--- src/rtl/inject_arbiter.sv ---
// Round-robin arbiter that shares one router injection port among N_REQ local sources.
// The winning packet is registered onto the port and held until the router acks it.
module inject_arbiter #(
  parameter int N_REQ = 4,
  parameter int VC_W  = 3,
  parameter int X_W   = 2,
  parameter int Y_W   = 2,
  parameter int D_W   = 28,
  parameter int CNT_W = 16,
  parameter int IDX_W = $clog2(N_REQ)
) (
  input  logic                   clk,
  input  logic                   rst,
  input  logic [N_REQ-1:0]       req_v,
  input  logic [N_REQ*VC_W-1:0]  req_vc,
  input  logic [N_REQ*X_W-1:0]   req_x,
  input  logic [N_REQ*Y_W-1:0]   req_y,
  input  logic [N_REQ*D_W-1:0]   req_data,
  output logic [N_REQ-1:0]       req_ack,
  input  logic                   i_ack,
  output logic                   i_v,
  output logic [VC_W-1:0]        i_vc,
  output logic [X_W-1:0]         i_x,
  output logic [Y_W-1:0]         i_y,
  output logic [D_W-1:0]         i_data,
  output logic [IDX_W-1:0]       grant_idx,
  output logic [CNT_W-1:0]       sent_cnt,
  output logic                   err_ack
);

  typedef enum logic {IDLE, SEND} state_t;

  state_t            r_state;
  logic [IDX_W-1:0]  r_ptr;
  logic [IDX_W-1:0]  r_grant;
  logic [VC_W-1:0]   r_vc;
  logic [X_W-1:0]    r_x;
  logic [Y_W-1:0]    r_y;
  logic [D_W-1:0]    r_data;
  logic [CNT_W-1:0]  r_sent;
  logic              r_err_ack;

  logic [IDX_W-1:0]  w_base;
  logic              w_mask_en;
  logic [IDX_W-1:0]  w_pick;
  logic              w_found;
  logic              w_ack_send;
  logic [VC_W-1:0]   w_vc;
  logic [X_W-1:0]    w_x;
  logic [Y_W-1:0]    w_y;
  logic [D_W-1:0]    w_data;

  assign w_ack_send = (r_state == SEND) && i_ack;

  // On an ack the search starts just past the current owner and excludes it,
  // since its req_v still shows the packet that was just accepted.
  always_comb begin
    w_base    = r_ptr;
    w_mask_en = 1'b0;
    if (r_state == SEND) begin
      w_mask_en = 1'b1;
      if (32'(r_grant) == N_REQ - 1)
        w_base = '0;
      else
        w_base = r_grant + IDX_W'(1);
    end
  end

  always_comb begin
    int unsigned idx;
    w_found = 1'b0;
    w_pick  = '0;
    idx     = 0;
    for (int unsigned off = 0; off < N_REQ; off++) begin
      idx = (32'(w_base) + off) % N_REQ;
      if (!w_found && req_v[idx] && !(w_mask_en && (idx == 32'(r_grant)))) begin
        w_found = 1'b1;
        w_pick  = IDX_W'(idx);
      end
    end
  end

  always_comb begin
    w_vc   = req_vc[w_pick*VC_W +: VC_W];
    w_x    = req_x[w_pick*X_W +: X_W];
    w_y    = req_y[w_pick*Y_W +: Y_W];
    w_data = req_data[w_pick*D_W +: D_W];
  end

  always_ff @(posedge clk) begin
    if (rst) begin
      r_state   <= IDLE;
      r_ptr     <= '0;
      r_grant   <= '0;
      r_vc      <= '0;
      r_x       <= '0;
      r_y       <= '0;
      r_data    <= '0;
      r_sent    <= '0;
      r_err_ack <= 1'b0;
    end else begin
      case (r_state)
        IDLE: begin
          if (i_ack)
            r_err_ack <= 1'b1;
          if (w_found) begin
            r_state <= SEND;
            r_grant <= w_pick;
            r_vc    <= w_vc;
            r_x     <= w_x;
            r_y     <= w_y;
            r_data  <= w_data;
          end
        end
        SEND: begin
          if (i_ack) begin
            r_sent <= r_sent + CNT_W'(1);
            r_ptr  <= w_base;
            if (w_found) begin
              r_grant <= w_pick;
              r_vc    <= w_vc;
              r_x     <= w_x;
              r_y     <= w_y;
              r_data  <= w_data;
            end else begin
              r_state <= IDLE;
            end
          end
        end
        default: r_state <= IDLE;
      endcase
    end
  end

  always_comb begin
    req_ack = '0;
    if (w_ack_send)
      req_ack[r_grant] = 1'b1;
  end

  assign i_v       = (r_state == SEND);
  assign i_vc      = r_vc;
  assign i_x       = r_x;
  assign i_y       = r_y;
  assign i_data    = r_data;
  assign grant_idx = r_grant;
  assign sent_cnt  = r_sent;
  assign err_ack   = r_err_ack;

endmodule
--- config.mk ---
export PLATFORM = sky130hd
export DESIGN_NAME = inject_arbiter
export DESIGN_NICKNAME = d
export VERILOG_FILES = /design/src/rtl/inject_arbiter.sv
export SDC_FILE = /design/constraint.sdc
export NUM_CORES = 1
export LEC_CHECK = 0
export CORE_ASPECT_RATIO = 1.75
export CORE_MARGIN = 2
export CORE_UTILIZATION = 38
export CTS_CLUSTER_DIAMETER = 80
export CTS_CLUSTER_SIZE = 24
export DETAILED_ROUTE_END_ITERATION = 16
export PLACE_DENSITY_LB_ADDON = 0.15
export SETUP_SLACK_MARGIN = 0.15
export SKIP_CTS_REPAIR_TIMING = 1
export SLEW_MARGIN = 20
export SYNTH_ARGS = -nofsm -noshare
export SYNTH_HDL_FRONTEND = slang
export SYNTH_SLANG_ARGS = --single-unit
--- constraint.sdc ---
create_clock -name clk -period 3.7 [get_ports clk]
set_input_delay 0.555 -clock clk [delete_from_list [all_inputs] [get_ports clk]]
set_output_delay 0.555 -clock clk [all_outputs]
set_load 0.01 [all_outputs]
# Yosys cells after proc, flatten, opt, wreduce, memory -nomap -nowiden
# Cells that the tools add are included.
# W data, S select, Z words.
# totals
register_bits,57
inputBits,147
output_inout_bits,59
wordCells,95
# classes
add_sub_neg,5
mul,2
magnitude_cmp,6
eq_ne,6
n_shift,4
n_mux,40
bitwise_logic,1
n_reduce_logical,22
# op_table
cell,count
$shiftx A112 B8 Y28,1
$mux W28,2
$pmux W28 S2,1
$mux W2,12
$add A16 B1 Y16 const B,1
$shiftx A8 B4 Y2,2
$lt A2 B3 Y1 const B,5
$logic_and A1 B1 Y1,13
$mux W1,12
$pmux W2 S2,3
$shiftx A12 B5 Y3,1
$bmux W1 S2,4
$eq A2 B2 Y1,4
$logic_not A1 Y1,7
$mux W3,2
$pmux W3 S2,1
$mul A2 B3 Y5 const B,1
$add A2 B1 Y2 const B,2
$add A2 B2 Y2 const B,2
$mul A2 B2 Y4 const B,1
$mux W4,1
$reduce_and A2 Y1,2
$demux W1 S2,1
$eq A2 B2 Y1 const B,1
other kinds (4),4

# Longest topological paths before layout
# logic_depth
word_depth,25
mapped_depth,12
mapped_depth_nobuf,10

# Worst setup path before layout
# Ideal clock, no wire load.
# synth_timing
path_kind,register to register
start,"register r_grant[0], in the netlist grant_idx[0]"
end,"register r_data[0], in the netlist i_data[0]"
setup_ns,0.133
t_arrival_ns,2.906
t_required_ns,3.567
setup_slack_ns,0.661
stages_incl_launch_ff,13
path_buffers,2
synth_period_minus_slack_ns,3.039
cell_sequence,dfxtp_1 > inv_1 > ha_1 > xor2_1 > mux2_2 > nand2_1 > o211ai_2 > or3_1 > a31oi_1 > buf_6 > buf_12 > mux2i_1 > o221ai_1
# synth_via
elab_chain_len,25
elab_cells_between_ends,50
classes_between,add/sub: 4; mul: 1; eq/ne: 5; shift: 1; mux: 21; reduce/logical: 18
# synth_rtl
item,line_no,text
from (decl),35,logic [IDX_W-1:0] r_grant;
from (signal assigned),108,r_grant <= w_pick;
from (signal assigned),120,r_grant <= w_pick;
branches (longest 22 deep; another with $add A2 B1 Y2),n/a,
$mux W28 *,"106, 119",
$mux W28,116,if (i_ack) begin
$pmux W28 S2 *,102,case (r_state)
to (signal assigned),112,r_data <= w_data;
to (signal assigned),124,r_data <= w_data;
to (decl),39,logic [D_W-1:0] r_data;
# Mark *: on every way between the ends. The select of a mux whose other input is x is not followed.
# A chain may end at the register's enable or synchronous reset.

# Final worst setup path
# layout_timing
start,"register r_grant[1], in the netlist grant_idx[1]"
end,"register r_data[16], in the netlist i_data[16]"
# The elaborated chain is that of the path after synthesis.

==> impl_metrics.csv <==
group,metric,value,unit
layout,insertedDiodeCount,0,
global_routing,grt_overflow,0,
power,finalPower,4.44,mW
power,p_leak,2.36,nW
floorplan,core_area,8670,sq um
critical_path,ff2ff_path_depth,12,
timing,setup_tns,0,ps
synthesis,yosys.area.top_type,"dfxtp_1",
route,post-route-drc-count,0,
layout,synthToLayoutAreaGrowth,73.2,%
global_routing,track_usage,0.238,
critical_path,ff2ff_setup_slack,420,ps
synthesis,yosys.area_share.xor_xnor,0.0336,
critical_path,worstSetupPathType,"reg -> reg",
floorplan,die_h,129,um
synthesis,synthesis.area,3390,sq um
clock_tree,clkSlewWorstSetupHoldPaths,50,ps
timing,finalHoldViolations,0,
timing,finClkSkew,4.89,ps
floorplan,dieWidth,75.4,um
clock_tree,clockBufferDepth,2,
outcome,status,"completed",
synthesis,synthCells,362,
clock_tree,clk_latency,320,ps
timing,period_minus_slack,3280,ps
global_routing,grt_first_pass_wirelength,17.6,mm
placement,place.gp.congestion,0.968,
synthesis,postSynthAreaPerCell,9.36,sq um
critical_path,worstReg2RegStart,"grant_idx[1]",
timing,setup_violations,0,
clock_tree,clkSinkCount,57,
hold_path,worstHoldStart,"i_data[5]",
route,firstDrtPassIters,4,
timing,rsz0062_at_grt,"no",
synthesis,yosysWarnings,0,
power,power_density,756,nW/um^2
synthesis,synth_cell_types,43,
synthesis,synth_top_family_by_area,"multiplexers",
synthesis,synth_seq_area_share,0.337,
synthesis,synth.ff_latch_count,57,
layout,drive_gt1_frac,0.0739,
synthesis,synth_compound_area_frac,0.162,
timing,hold_slack,455,ps
timing,slew_viol_final,0,
hold_path,worstHoldEndpoint,"i_data[5]",
critical_path,setup.worst_path.end_class,"flip-flop",
route,wire_per_inst,17.2,um
synthesis,synth_simple_gate_area_frac,0.155,
route,dr_wl_met3,1.03,mm
critical_path,arrival,3470,ps
critical_path,worstPathRequired,3890,ps
route,detail_route.iter0.violations,198,
synthesis,yosys-top-cells-area,"dfxtp_1 (34%), mux2i_1 (21%), o221ai_1 (9.0%)",
timing,slew_headroom,0.597,
placement,dpl_worst_slack,345,ps
timing,worst_pin_slew,604,ps
route,vias_per_cell,5.20,
synthesis,synth-adder-area-share,0.0185,
hold_path,hold_path_class,"reg -> reg",
placement,io_buffer_count,205,
global_routing,grt_start_max_net_pins,34,
floorplan,initial_core_util,0.391,
floorplan,fp-row-count,45,
timing,fmax,0.305,GHz
placement,dpl.hpwl,9.01,mm
critical_path,cp_max_fo,23,
synthesis,synth_top_area_share,0.337,
route,topRoutingLayerUsed,"met4",
synthesis,synth_fp_nets,514,
route,routed_wirelength,11.8,mm
critical_path,r2r-end,"i_data[16]",
floorplan,dieArea,9720,sq um
layout,fillers,739,
timing,timing.final.crit_share,0.887,
clock_tree,cts_tree,"built",
timing,timing.final.ws_setup,419,ps
clock_tree,htreeDepth,3,
clock_tree,numCtsBuffers,9,
synthesis,synth_mux_area_frac,0.219,
clock_tree,clockRootBuffer,"clkbuf_16",
floorplan,io_pins,206,
flow_run,drv_cap,0,
critical_path,cp-start-kind,"flip-flop",
global_routing,antenna_found_initial,0,
hold_path,worstHoldPathCells,2,
route,wl_met1,4.45,mm
route,dr_total_vias,3559,
route,dr_wl_met2,6.03,mm
route,antenna_left,0,
layout,fin_nets,715,
global_routing,grt_pass1_vias,3502,
power,peakVddDrop,0.493,mV
synthesized netlist by cell type (all sizes together):
master	instances
nor2b	2
buf	17
and2	2
o221ai	37
mux2i	72
or2	1
inv	5
o211ai	1
clkbuf	8
nand3b	1
o21a	1
o21ai	9
nand2	52
nand4bb	1
a221oi	1
a31o	2
nand3	12
nor2	24
nand2b	5
and3	6
xnor2	4
o21ba	1
ha	5
dfxtp	57
mux2	2
a2bb2oi	1
xor2	9
a211oi	2
nor3b	1
or3b	1
a31oi	1
nor3	1
a21o	2
a21oi	11
nand4	1
or3	4
worst max path at each step:
stage / start / depth (start not counted) / end / slack, ps
after floorplan: grant_idx[0] / 12 / i_data[0] / 660
after global placement: grant_idx[1] / 12 / i_vc[0] / 440
after detailed placement: grant_idx[1] / 12 / i_data[16] / 340
after CTS: grant_idx[1] / 12 / i_data[16] / 290
after global routing: grant_idx[1] / 12 / i_data[19] / 260
final: grant_idx[1] / 12 / i_data[16] / 420
cells by family after synthesis:
kind of cell / after synthesis
mux: 74
xor+xnor: 13
compound gates: 69
buf+inv: 30
fa+ha+maj: 5
flops: 57
simple gates: 114
metrics by stage:
step | util | cell area [sq um] | instances
final | 0.677 | 5870 | 685
after global routing | 0.677 | 5870 | 685
after CTS | 0.676 | 5860 | 685
after detailed placement | 0.632 | 5480 | 669
after global placement | 0.632 | 5480 | 669
after floorplan | - | 3390 | 362
worst max-delay path, cell delays in order, from the launching register on:
cell and delay [ps]:
dfxtp_2 390, inv_1 120, ha_2 410, xor2_2 220, mux2_2 370, nand2_1 100
o211ai_2 120, or3_1 370, a31oi_4 230, buf_12 230, buf_12 210, mux2i_1 220
o221ai_1 130
area by class of cell:
| cell class | count | area (sq um) | share of cell area |
|---|---|---|---|
| repair buffers | 215 | 2160 | 0.369 |
| multi-input cells | 275 | 2020 | 0.344 |
| flip-flops and latches | 57 | 1140 | 0.195 |
| clock buffers | 11 | 253 | 0.0431 |
| well taps | 117 | 146 | 0.0249 |
| clock inverters | 5 | 125 | 0.0213 |
| inverters | 5 | 18.8 | 0.00320 |
power breakdown:
group          total [mW]  switching [mW]  internal [mW]
sequential          0.874          0.0959          0.778
combinational        2.52            1.20           1.31
clock                1.05           0.288          0.761
per-layer routing:
layer / track usage / vias to the layer above
met1: 0.258 / 1657
met2: 0.422 / 154
met5: 0 / -
met3: 0.0642 / 21
met4: 0.0949 / 0
li1: - / 1727
cell usage in the layout, fill, tap and decap left out, types with 2 or more instances in the layout:
cell type and n:
clkdlybuf4s50_1 205, mux2i_1 72, dfxtp_1 56, nand2_1 52, o221ai_1 35, nor2_1 24
nand3_1 12, a21oi_1 10, clkbuf_16 9, xor2_1 8, buf_4 7, and3_1 6
inv_1 5, nand2b_1 5, o21ai_0 5, xnor2_1 4, o21ai_1 4, or3_1 4
ha_1 4, bufinv_16 4, buf_12 3, and2_1 2, a211oi_1 2, a21o_1 2
o221ai_2 2, mux2_2 2, a31o_1 2, clkbuf_8 2
flip-flops by register name, summed over array words and instances (netlist names):
| register | count |
|---|---|
| sent_cnt | 16 |
| i_data | 28 |
| i_v | 1 |
| err_ack | 1 |
| i_vc | 3 |
| i_y | 2 |
| i_x | 2 |
| r_ptr | 2 |
| grant_idx | 2 |
(Power assumes the default switching activity.)
==> variant (same flow settings) <==
Change the parameter `VC_W` from 3 to 5.
--- a/src/rtl/inject_arbiter.sv
+++ b/src/rtl/inject_arbiter.sv
@@ -2,7 +2,7 @@
 // The winning packet is registered onto the port and held until the router acks it.
 module inject_arbiter #(
   parameter int N_REQ = 4,
-  parameter int VC_W  = 3,
+  parameter int VC_W  = 5,
   parameter int X_W   = 2,
   parameter int Y_W   = 2,
   parameter int D_W   = 28,
Ports: changed (resized i_vc and req_vc); port bits go from 206 to 216. No check against the original RTL was run, so the function may have changed too.
==> variant against the original RTL <==
Critical path depth fell by 3; power fell by 1.7%; first-iteration DRC count fell by 50%; sequential cell count rose by 2; area after synthesis rose by 7.0%; setup slack improved by 0.019 ns; largest power group unchanged; final area rose by 4.5%; global-route usage rose by 1.4 points; non-clock buffer count rose by 11; wire length rose by 12%.
==> variant: results (changes against the original RTL) <==
logic_synthesis:
  synth-xor-area-share_pct: 4.38  # was 3.36%
  synth_cell_types: 57  # was 43
  yosysWarnings: 0  # unchanged
  synth_compound_area_share_pct: 14.5  # was 16.2%
  synthAdderAreaFrac_pct: 1.73  # was 1.85%
  synthTopCellsByArea: "dfxtp_1, mux2i_1, o221ai_1"  # unchanged
  synth_common_cells: "mux2i_1, dfxtp_1, nand2_1"  # unchanged
  ys_seq_area_share_pct: 32.6  # was 33.7%
  synthArstFlopShare_pct: 0  # unchanged
  syn-num-nets: 533  # was 514
  synthMuxAreaShare_pct: 23.9  # was 21.9%
route:
  viasPerCell: 5.27  # was 5.20
  wl_met3_um: 972  # was 1.03 mm
  wl_met2_mm: 6.46  # was 6.03 mm
  m1WireLength_mm: 5.19  # was 4.45 mm
  finalWirelength_mm: 13.2  # was 11.8 mm
  topRoutingLayerUsed: "met4"  # unchanged
  drt_iter0_markers: 99  # was 198
worst_setup_path:
  arrival_ns: 3.50  # was 3.47 ns
  path_max_fanout: 37  # was 23
  cpMaxStageDelayCell: "mux4_2"  # was ha_2
  reg2reg_from: "grant_idx[0]"  # was grant_idx[1]
  cp_slowest_stage_delay_ns: 0.58  # was 0.41 ns
power_and_ir_drop:
  p_leak_nw: 2.38  # was 2.36 nW
  ir_worst_vdd_mv: 0.548  # was 0.493 mV
min_path:
  hold_start: "i_x[0]"  # was i_data[5]
  min-delay-path-class: "reg -> reg"  # unchanged
placed_design:
  gp_congestion: 0.796  # was 0.968
  pre_cts_slack_ns: 0.266  # was 0.345 ns
  hpwl_mm: 9.79  # was 9.01 mm
  numPortBuffers: 215  # was 205
global_routing:
  use_met3_pct: 7.18  # was 6.42%
  grt_use_met1_pct: 27.3  # was 25.8%
  grt.total_usage_pct: 25.2  # was 23.8%
  grt_pass1_vias: 3822  # was 3,502
  use_met2_pct: 43.3  # was 42.2%
  grt_pass1_wl_mm: 20.3  # was 17.6 mm
  grt_max_degree: 38  # was 34
  antenna_found_initial: 0  # unchanged
run_status:
  outcome: "complete, no violations"  # unchanged
layout:
  final_nets: 745  # was 715
  layout-drive-gt1-share_pct: 7.46  # was 7.39%
  nFillCells: 759  # was 739
clock_network:
  ctsRootBufferMaster: "clkbuf_16"  # unchanged
timing:
  skew_ns: 0.00711  # was 0.00489 ns
  tightestPinTransition_ns: 0.518  # was 0.604 ns
variant: changes by cell type after synthesis, sizes merged, moves of 3 or more:
cell,before,now
and3,6,9
mux2i,72,80
clkbuf,8,11
o21ai,9,5
nand3,12,9
nand4,1,4
or3,4,0
a21oi,11,7
buf,17,13
nand2b,5,2
variant: path summary, 6_finish.rpt:
kind                                  end  slack (ns)  cells past startpoint
worst max register to register  i_data[3]        0.44                      9
worst max-delay path            i_data[3]        0.44                      9
worst min-delay path               i_x[0]        0.46                      2
worst min register to register     i_x[0]        0.46                      2
variant: area by class of cell:
cell class | count | share of cell area (%)
Clock buffer | 9 | 3.67
Clock inverter | 7 | 1.90
Inverter | 3 | 0.184
Multi-Input combinational cell | 286 | 35.5
Sequential cell | 59 | 19.2
Tap cell | 122 | 2.49
Timing Repair Buffer | 226 | 37.0
variant: per-stage QoR:
stage | cell area [µm²] | std cells | utilization (%) | hold WS [ns]
global route | 6140 | 712 | 65.6 | 0.489
floorplan | 3620 | 373 | - | 0.475
detailed placement | 5790 | 695 | 61.9 | 0.452
global placement | 5790 | 695 | 61.9 | 0.441
finish | 6140 | 712 | 65.6 | 0.460
CTS | 6130 | 711 | 65.5 | 0.467
variant: report_power, final:
part           internal [mW]  leakage (nW)  total [mW]  switching, mW
registers              0.812         0.486       0.917          0.106
logic                   1.28          1.73        2.48           1.20
clock network          0.656         0.165       0.966          0.310
variant: worst min-delay path, stage by stage (launching register included):
cell	delay [ns]
dfxtp_1	0.32
nand2_1	0.05
o221ai_1	0.05
variant: kinds of logic (layout without fill, tap and decap cells):
family | Yosys count | in the layout
DFF | 59 | 59
and+or+nand+nor | 118 | 118
AOI/OAI and AO/OA | 64 | 64
muxes | 83 | 83
buffers and inverters | 28 | 245
adders and majority gates | 5 | 5
xor gates and xnor gates | 16 | 16
